File: src/rtl/n2_irf_wswap_pkg.sv
// Shared definitions for the IRF window/global save-restore sequencer:
// op encodings, FSM states and default geometry.
package n2_irf_wswap_pkg;

   localparam int unsigned NUM_LOCAL_DFLT = 8;
   localparam int unsigned NUM_EO_DFLT    = 4;

   localparam logic [1:0] WOP_NULL    = 2'b00;
   localparam logic [1:0] WOP_SAVE    = 2'b01;
   localparam logic [1:0] WOP_RESTORE = 2'b10;
   localparam logic [1:0] WOP_SWAP    = 2'b11;

   typedef enum logic [2:0] {
      StIdle,
      StSave,
      StGap,
      StRestore,
      StGlb,
      StWnull,
      StDone
   } wswap_state_e;

   // States that touch the array and therefore yield to pipeline writes.
   function automatic logic st_holdable(input wswap_state_e st);
      return (st == StSave) || (st == StRestore) || (st == StGlb);
   endfunction

endpackage

File: src/rtl/n2_irf_wswap_rr_arb.sv
// Two-way round-robin arbiter between window and global swap requests.
// Grants only while the sequencer is idle; pointer remembers the last winner.
module n2_irf_wswap_rr_arb (
   input  logic l2clk,
   input  logic rst_l,
   input  logic idle,
   input  logic win_vld,
   input  logic glb_vld,
   output logic win_gnt,
   output logic glb_gnt
);

   logic ptr_glb_q;  // 1: last grant went to the global side

   always_comb begin
      win_gnt = idle & win_vld & (~glb_vld | ptr_glb_q);
      glb_gnt = idle & glb_vld & (~win_vld | ~ptr_glb_q);
   end

   always_ff @(posedge l2clk or negedge rst_l) begin
      if (!rst_l) begin
         ptr_glb_q <= 1'b0;
      end else if (win_gnt) begin
         ptr_glb_q <= 1'b0;
      end else if (glb_gnt) begin
         ptr_glb_q <= 1'b1;
      end
   end

endmodule

File: src/rtl/n2_irf_wswap_ctl.sv
// IRF window/global save-restore sequencer: steps the array swap ports one row
// per cycle, yielding to wr_hold. Optional counters under IRF_WSWAP_PERF_EN.
module n2_irf_wswap_ctl
   import n2_irf_wswap_pkg::*;
#(
   parameter int unsigned NUM_LOCAL = NUM_LOCAL_DFLT,
   parameter int unsigned NUM_EO    = NUM_EO_DFLT
) (
   input  logic       l2clk,
   input  logic       rst_l,
   input  logic       win_req_vld,
   output logic       win_req_rdy,
   input  logic [1:0] win_req_tid,
   input  logic [1:0] win_req_op,
   input  logic [2:0] win_req_old_cwp,
   input  logic [2:0] win_req_new_cwp,
   input  logic       glb_req_vld,
   output logic       glb_req_rdy,
   input  logic [1:0] glb_req_tid,
   input  logic       glb_req_restore,
   input  logic [1:0] glb_req_set,
   input  logic       wr_hold,
   output logic [1:0] save_tid,
   output logic [1:0] restore_tid,
   output logic [2:0] save_local_addr,
   output logic [2:0] restore_local_addr,
   output logic [1:0] save_even_addr,
   output logic [1:0] save_odd_addr,
   output logic [1:0] restore_even_addr,
   output logic [1:0] restore_odd_addr,
   output logic       save_local_en,
   output logic       save_even_en,
   output logic       save_odd_en,
   output logic       restore_local_en,
   output logic       restore_even_en,
   output logic       restore_odd_en,
   output logic       save_global_en,
   output logic       restore_global_en,
   output logic [1:0] save_global_tid,
   output logic [1:0] restore_global_tid,
   output logic [1:0] save_global_addr,
   output logic [1:0] restore_global_addr,
   output logic       win_done,
   output logic       glb_done,
`ifdef IRF_WSWAP_PERF_EN
   output logic [15:0] stall_cnt,
   output logic [15:0] swap_cnt,
`endif
   output logic       busy
);

   localparam int unsigned STEP_W = $clog2(NUM_LOCAL);
   localparam logic [STEP_W-1:0] LAST_STEP = STEP_W'(NUM_LOCAL - 1);

   wswap_state_e      state_q;
   logic [STEP_W-1:0] step_q;
   logic [1:0]        tid_q;
   logic [1:0]        op_q;
   logic              old_odd_q;
   logic              new_odd_q;
   logic              glb_rst_q;
   logic [1:0]        glb_set_q;
   logic              is_glb_q;

   logic win_acc, glb_acc;
   logic eo_step, bank_odd;
   logic [1:0] bank_addr;
   logic unused_cwp_hi;

   // Only the window parity selects the even/odd bank.
   assign unused_cwp_hi = ^{win_req_old_cwp[2:1], win_req_new_cwp[2:1]};

   n2_irf_wswap_rr_arb u_arb (
      .l2clk   (l2clk),
      .rst_l   (rst_l),
      .idle    (state_q == StIdle),
      .win_vld (win_req_vld),
      .glb_vld (glb_req_vld),
      .win_gnt (win_req_rdy),
      .glb_gnt (glb_req_rdy)
   );

   assign win_acc   = win_req_vld & win_req_rdy;
   assign glb_acc   = glb_req_vld & glb_req_rdy;
   assign busy      = (state_q != StIdle);
   assign eo_step   = 32'(step_q) < NUM_EO;
   assign bank_odd  = (state_q == StRestore) ? new_odd_q : old_odd_q;
   assign bank_addr = 2'(step_q);

   always_ff @(posedge l2clk or negedge rst_l) begin
      if (!rst_l) begin
         state_q             <= StIdle;
         step_q              <= '0;
         tid_q               <= '0;
         op_q                <= WOP_NULL;
         old_odd_q           <= 1'b0;
         new_odd_q           <= 1'b0;
         glb_rst_q           <= 1'b0;
         glb_set_q           <= '0;
         is_glb_q            <= 1'b0;
         save_tid            <= '0;
         restore_tid         <= '0;
         save_local_addr     <= '0;
         restore_local_addr  <= '0;
         save_even_addr      <= '0;
         save_odd_addr       <= '0;
         restore_even_addr   <= '0;
         restore_odd_addr    <= '0;
         save_local_en       <= 1'b0;
         save_even_en        <= 1'b0;
         save_odd_en         <= 1'b0;
         restore_local_en    <= 1'b0;
         restore_even_en     <= 1'b0;
         restore_odd_en      <= 1'b0;
         save_global_en      <= 1'b0;
         restore_global_en   <= 1'b0;
         save_global_tid     <= '0;
         restore_global_tid  <= '0;
         save_global_addr    <= '0;
         restore_global_addr <= '0;
         win_done            <= 1'b0;
         glb_done            <= 1'b0;
      end else begin
         // Array-facing outputs are pulses: cleared unless driven this cycle.
         save_tid            <= '0;
         restore_tid         <= '0;
         save_local_addr     <= '0;
         restore_local_addr  <= '0;
         save_even_addr      <= '0;
         save_odd_addr       <= '0;
         restore_even_addr   <= '0;
         restore_odd_addr    <= '0;
         save_local_en       <= 1'b0;
         save_even_en        <= 1'b0;
         save_odd_en         <= 1'b0;
         restore_local_en    <= 1'b0;
         restore_even_en     <= 1'b0;
         restore_odd_en      <= 1'b0;
         save_global_en      <= 1'b0;
         restore_global_en   <= 1'b0;
         save_global_tid     <= '0;
         restore_global_tid  <= '0;
         save_global_addr    <= '0;
         restore_global_addr <= '0;
         win_done            <= 1'b0;
         glb_done            <= 1'b0;

         case (state_q)
            StIdle: begin
               if (win_acc) begin
                  tid_q     <= win_req_tid;
                  op_q      <= win_req_op;
                  old_odd_q <= win_req_old_cwp[0];
                  new_odd_q <= win_req_new_cwp[0];
                  is_glb_q  <= 1'b0;
                  step_q    <= '0;
                  case (win_req_op)
                     WOP_SAVE, WOP_SWAP: state_q <= StSave;
                     WOP_RESTORE:        state_q <= StRestore;
                     default:            state_q <= StWnull;
                  endcase
               end else if (glb_acc) begin
                  tid_q     <= glb_req_tid;
                  glb_rst_q <= glb_req_restore;
                  glb_set_q <= glb_req_set;
                  is_glb_q  <= 1'b1;
                  state_q   <= StGlb;
               end
            end
            StSave: begin
               if (!wr_hold) begin
                  save_local_en   <= 1'b1;
                  save_local_addr <= 3'(step_q);
                  save_tid        <= tid_q;
                  if (eo_step) begin
                     save_even_en   <= ~bank_odd;
                     save_odd_en    <= bank_odd;
                     save_even_addr <= bank_odd ? 2'b00 : bank_addr;
                     save_odd_addr  <= bank_odd ? bank_addr : 2'b00;
                  end
                  if (step_q == LAST_STEP) begin
                     step_q  <= '0;
                     state_q <= (op_q == WOP_SWAP) ? StGap : StDone;
                  end else begin
                     step_q <= step_q + 1'b1;
                  end
               end
            end
            StGap: state_q <= StRestore;
            StRestore: begin
               if (!wr_hold) begin
                  restore_local_en   <= 1'b1;
                  restore_local_addr <= 3'(step_q);
                  restore_tid        <= tid_q;
                  if (eo_step) begin
                     restore_even_en   <= ~bank_odd;
                     restore_odd_en    <= bank_odd;
                     restore_even_addr <= bank_odd ? 2'b00 : bank_addr;
                     restore_odd_addr  <= bank_odd ? bank_addr : 2'b00;
                  end
                  if (step_q == LAST_STEP) begin
                     step_q  <= '0;
                     state_q <= StDone;
                  end else begin
                     step_q <= step_q + 1'b1;
                  end
               end
            end
            StGlb: begin
               if (!wr_hold) begin
                  if (glb_rst_q) begin
                     restore_global_en   <= 1'b1;
                     restore_global_addr <= glb_set_q;
                     restore_global_tid  <= tid_q;
                  end else begin
                     save_global_en   <= 1'b1;
                     save_global_addr <= glb_set_q;
                     save_global_tid  <= tid_q;
                  end
                  state_q <= StDone;
               end
            end
            StWnull: state_q <= StDone;
            StDone: begin
               win_done <= ~is_glb_q;
               glb_done <= is_glb_q;
               state_q  <= StIdle;
            end
            default: state_q <= StIdle;
         endcase
      end
   end

`ifdef IRF_WSWAP_PERF_EN
   always_ff @(posedge l2clk or negedge rst_l) begin
      if (!rst_l) begin
         stall_cnt <= '0;
         swap_cnt  <= '0;
      end else begin
         if (wr_hold && st_holdable(state_q) && (stall_cnt != 16'hffff)) begin
            stall_cnt <= stall_cnt + 16'd1;
         end
         if ((state_q == StDone) && !is_glb_q) begin
            swap_cnt <= swap_cnt + 16'd1;
         end
      end
   end
`endif

endmodule

File: config.mk
export PLATFORM = sky130hd
export DESIGN_NAME = n2_irf_wswap_ctl
export DESIGN_NICKNAME = d
export VERILOG_FILES = /design/src/rtl/n2_irf_wswap_pkg.sv /design/src/rtl/n2_irf_wswap_rr_arb.sv /design/src/rtl/n2_irf_wswap_ctl.sv
export SDC_FILE = /design/constraint.sdc
export NUM_CORES = 1
export LEC_CHECK = 0
export CAP_MARGIN = 25
export CORE_MARGIN = 2
export CORE_UTILIZATION = 46
export DETAILED_ROUTE_END_ITERATION = 10
export GPL_ROUTABILITY_DRIVEN = 1
export HOLD_SLACK_MARGIN = 0.03
export PLACE_DENSITY = 0.78
export SETUP_SLACK_MARGIN = 0.15
export SYNTH_ARGS = -nofsm -noshare
export SYNTH_HDL_FRONTEND = slang
export SYNTH_SLANG_ARGS = --single-unit
File: constraint.sdc
create_clock -name l2clk -period 2.2 [get_ports l2clk]
set_input_delay 0.22 -clock l2clk [delete_from_list [all_inputs] [get_ports l2clk]]
set_output_delay 0.22 -clock l2clk [all_outputs]
set_load 0.01 [all_outputs]
Yosys cells after proc, flatten, opt, wreduce, memory -nomap -nowiden
Index checks and enable logic that the tools add are counted.

Output and inout bits: 39. Input bits: 20. Register bits: 53.

Equal/unequal tests: 19. $lt $le $gt $ge: 1. Reduce and logical (&&, ||, !) cells: 12. Add/sub/neg operators: 1. Bitwise logic cells: 14. Muxes and demuxes: 68.

Operators with widths (count): 2-bit two-way mux (27); 3-bit two-way mux (14); 1-bit two-way mux (24); 3-bit case mux with 6 select lines (1); 3-bit == test (second input constant) (4); 2-bit != test (second input constant) (6); 3-bit case mux with 2 select lines (2); 1-bit AND (6); 2-bit == test (second input constant) (3); 3-bit by 2-bit == test with 1-bit output (second input constant) (2); 1-bit inverter (6); 3-bit AND reduction (2); 6-bit AND reduction (1); 2-bit nonzero test (3); 2-bit AND reduction (2); 2-bit OR reduction (2); 3-bit by 1-bit adder with 3-bit output (second input constant) (1); 3-bit by 1-bit == test with 1-bit output (second input constant) (1); 3-bit zero test (1); 3-bit less-than comparator (second input constant) (1); 3-bit != test (second input constant) (1); 3-bit nonzero test (1); 2-bit by 1-bit == test with 1-bit output (second input constant) (1); 2-bit by 1-bit != test with 1-bit output (second input constant) (1); 1-bit OR (2).

Depth between registers and ports, before layout
Depth after elaboration: 7. Gate-level depth with buffers: 6. Mapped depth without buffers: 6.

By module
From an unflattened synthesis, not the netlist that was laid out.

Cells, all modules: 178. Area total of the unflattened synthesis: 1991.9 sq um.

Modules (own cells, without submodules): n2_irf_wswap_ctl (seq. area each 1301.2 sq um, times used 1, area an instance 1930.6 sq um, cells each 170); n2_irf_wswap_rr_arb (seq. area each 25.0 sq um, times used 1, area an instance 61.3 sq um, cells each 8).

Worst setup path after synthesis
No wires, ideal clock.

Kind: register to register. Start: reg state_q[0]. End: reg state_q[2]. Period minus slack after synthesis: 1584 ps. Required time: 2075 ps. Arrival time: 1459 ps. Library setup time: 125 ps. Cell stages (with the launch flop): 6. Setup slack: 616 ps. Cells stage by stage: dfrtp_1 buf_6 or4_4 a21oi_4 a21oi_2 mux2_4.

Word-level cells in the longest chain between the ends: 6.

Ends and longest elaborated chain: start, declared (line n2_irf_wswap_ctl.sv:55) `wswap_state_e state_q;`; start signal, assigned (line n2_irf_wswap_ctl.sv:92) `state_q <= StIdle;`; start signal, assigned (line n2_irf_wswap_ctl.sv:158) `WOP_SAVE, WOP_SWAP: state_q <= StSave;`; start signal, assigned (line n2_irf_wswap_ctl.sv:159) `WOP_RESTORE: state_q <= StRestore;`; 3-bit zero test (line n2_irf_wswap_ctl.sv:76, n2_irf_wswap_ctl.sv:148); 1-bit AND (on tied branches) (2 in a row) (line n2_irf_wswap_rr_arb.sv:16, n2_irf_wswap_rr_arb.sv:17); 1-bit AND (on tied branches) (line n2_irf_wswap_ctl.sv:83, n2_irf_wswap_ctl.sv:84); 3-bit != test (no source line) or 3-bit two-way mux (tied branches); 6-bit AND reduction (no source line) or 3-bit case mux with 6 select lines (tied branches).

Several ways; a longest one is shown, not always the timed one. A chain may end at the register's enable or synchronous reset.

Worst setup path in the final report
Start: reg state_q[1]. End: out glb_req_rdy.

Word-level cells in the longest chain between the ends: 3.

Ends and longest elaborated chain: 3-bit zero test (line n2_irf_wswap_ctl.sv:76) `.idle (state_q == StIdle),`; 1-bit AND (2 in a row) (line n2_irf_wswap_rr_arb.sv:17) `glb_gnt = idle & glb_vld & (~win_vld | ~ptr_glb_q);`; end, declared (line n2_irf_wswap_ctl.sv:18) `output logic glb_req_rdy,`.

Every way passes these cells.

==> metrics <==
Setup violations, final 0; critical path data required time 1.98 ns; vias in the first global route about 1,300; total CTS buffers 5; ANT nets after route 0; setup repair after global routing missed its margin no; Leak 1.36 nW; placed insts 286; clk_skew approximately 0.0010 ns; part of the power in registers roughly 47%; crit path capture type primary output; CTS tree built; Clock transition at path regs 0.09 ns; Non-Filler Instances 294; CTS Sinks 53; Post-synth EDFFs 0; Peak VDD IR 600 uV; core area between 4000 and 5000 um^2; Rel. slew slack 57.2%; Synth warnings 0; Die H ~70 um; Mapped Cells 178; first-pass GRT wire length 6.15 mm; total grt overflow 0; post-synth cell types 35; Initial Utilization roughly 47%; Power per Cell Area approximately 1000 nW/um^2; Avg Synthesized Cell Area ~11 um^2; Post-Syn Nets 200; vias after detailed routing between 1,000 and 1,500; gpl congestion 0.845; highest clock rate 518 MHz; Vias/cell ~4.8; clock share of power 18.8%; Area Growth Syn to Fin 35.8%; Critical R2R Capture state_q[2]; Post-route DRC 0; outcome finished, final reports clean; Final TNS setup 0 ns; buffer depth of the longest clock path 2; Root Buffer clkbuf_8; num ports 59; Critical Path AT around 1.7 ns; Critical Path Fanout Max 3; Reg2Reg Setup Slack 0.44 ns; Max Cap Violations 0; Final Cycle Share about 88%; Rows 24; drt initial violations about 140; H-tree depth 2; Die ar. just under 5000 um^2; worst r2r src state_q[1]; Clock Latency Late Sink ~0.3 ns; Synth area leader dfrtp_1; Area contributors post-synth dfrtp_1, nand2_1, nor2_1; final hold violation count 0; die width ~70 um; WS Path Type reg2out; total power between 2 and 3 mW; ANT cells 0; Int Power about 1.9 mW; initial antenna violation count 0; ys flop type dfrtp_1; top cell type's share of synthesized area between 60 and 70%; Setup crit start kind flip-flop; DR WL/cell roughly 13 um; DP HPWL 2.77 mm; #FFs+latches synth between 50 and 60; pin count of the biggest net entering global routing 54; Worst Hold Class in2async; hold-fix buffer count after cts 0; share of cells above drive strength 1 between 10% and 20%; Global Route Usage Sum approximately 16%; switching share of power about 33%; FF-to-FF path depth 5; max-slew violations 0; final wirelength ~3.7 mm; sequential element share of the synthesized area 65.9%; logic gate share of total power 34.4%; number of buffers added on ports 54; Final min period approximately 1.9 ns; Post-synth ARST share 100%; Post-Syn Area 2010 um^2; 1st-pass router iterations 4; Worst Max-Slew Pin Slew approximately 0.64 ns; Final nets 263; switching pwr 944 uW
[synthesized netlist by cell type (2+ instances only)]
cell,number
dfrtp_1,53
mux2_2,4
o21ai_0,4
and3_1,5
inv_1,9
a31oi_1,3
and2_1,11
nand3_1,2
nand2_1,32
ha_1,2
nand2b_1,4
nor2_1,23
clkbuf_1,2
nor2b_1,3
[worst max-delay path, stage by stage, from the launching register on]
cell and delay [ns]:
dfrtp_1 0.42, nor3_4 0.25, nand3_1 0.13, inv_1 0.09, clkdlybuf4s50_1 0.53
[state kept, by name, indices dropped and copies added (netlist names), 3 cells and up]
signal / cells
restore_local_addr: 3
save_local_addr: 3
state_q: 3
step_q: 3
[per-stage QoR]
step                      setup WS [ns]  utilization, %  hold slack [ns]  area [um^2]
after floorplan                   0.616               -          -0.0756         2010
after global placement            0.358            61.4            0.362         2640
after detailed placement          0.325            61.4            0.367         2640
after CTS                         0.215            63.5           0.0398         2730
after global routing              0.139            63.7           0.0894         2730
final                             0.268            63.7           0.0251         2730
[layer usage]
layer,routed length [um],global-route usage (%),up-vias
li1,-,-,695
met1,1680,20.7,675
met2,1800,26.0,48
met3,201,3.75,7
met4,71,7.26,0
met5,0,0,-
[final cells by class]
class / instances / area [um^2]
clock buffer: 6 / 72.6
tap: 52 / 65.1
sequential: 53 / 1330
fill: 347 / 1560
inverter: 10 / 37.5
clock inverter: 2 / 15.0
multi-input combinational: 110 / 629
timing repair buffer: 61 / 588
[how the worst max path moves through the flow]
stage                      from           to  slack [ns]  cells after the start
floorplan            state_q[0]   state_q[2]        0.62                      5
global route         state_q[1]  glb_req_rdy        0.14                      4
global placement    win_req_vld   state_q[2]        0.36                      5
detailed placement  win_req_vld   state_q[2]        0.33                      5
CTS                  state_q[1]  glb_req_rdy        0.22                      4
finish               state_q[1]  glb_req_rdy        0.27                      4
[cell usage in the layout (no fill, tap or decap), types with 2 or more instances in the layout]
cell,netlist,routed
o21ai_0,4,4
clkinvlp_4,0,2
and2_1,11,11
a31oi_1,3,3
clkbuf_8,0,5
nor2_1,23,23
buf_4,1,7
nand2_1,32,32
nand2b_1,4,4
and3_1,5,5
mux2_2,4,4
nand3_1,2,2
clkdlybuf4s50_1,0,53
ha_1,2,2
inv_1,9,9
nor2b_1,3,3
dfrtp_1,53,53
[logic make-up (layout without fill, tap and decap cells)]
family | Yosys count | after routing | synth area share (%)
adder cells (fa/ha/maj) | 2 | 2 | 1.24
multiplexers | 6 | 6 | 3.48
buffers and inverters | 15 | 79 | 3.42
flip-flops | 53 | 53 | 65.9
AO/OA/AOI/OAI | 16 | 16 | 5.84
AND/OR/NAND/NOR | 86 | 86 | 20.1
[power by group through the flow]
stage	clock network [mW]	logic [mW]	registers [mW]
floorplan	0	0.613	1.33
global placement	0	0.950	1.32
finish	0.532	0.974	1.33
global route	0.586	1.08	1.36
CTS	0.541	0.981	1.32
detailed placement	0	0.978	1.33
[timing repair]
| item | CTS | global route |
|---|---|---|
| pin swaps | 0 | 0 |
| gates resized for setup | 1 | 1 |
| endpoints found under the setup margin | 1 | 1 |
| setup buffers | 0 | 0 |
(Power assumes the default switching activity.)
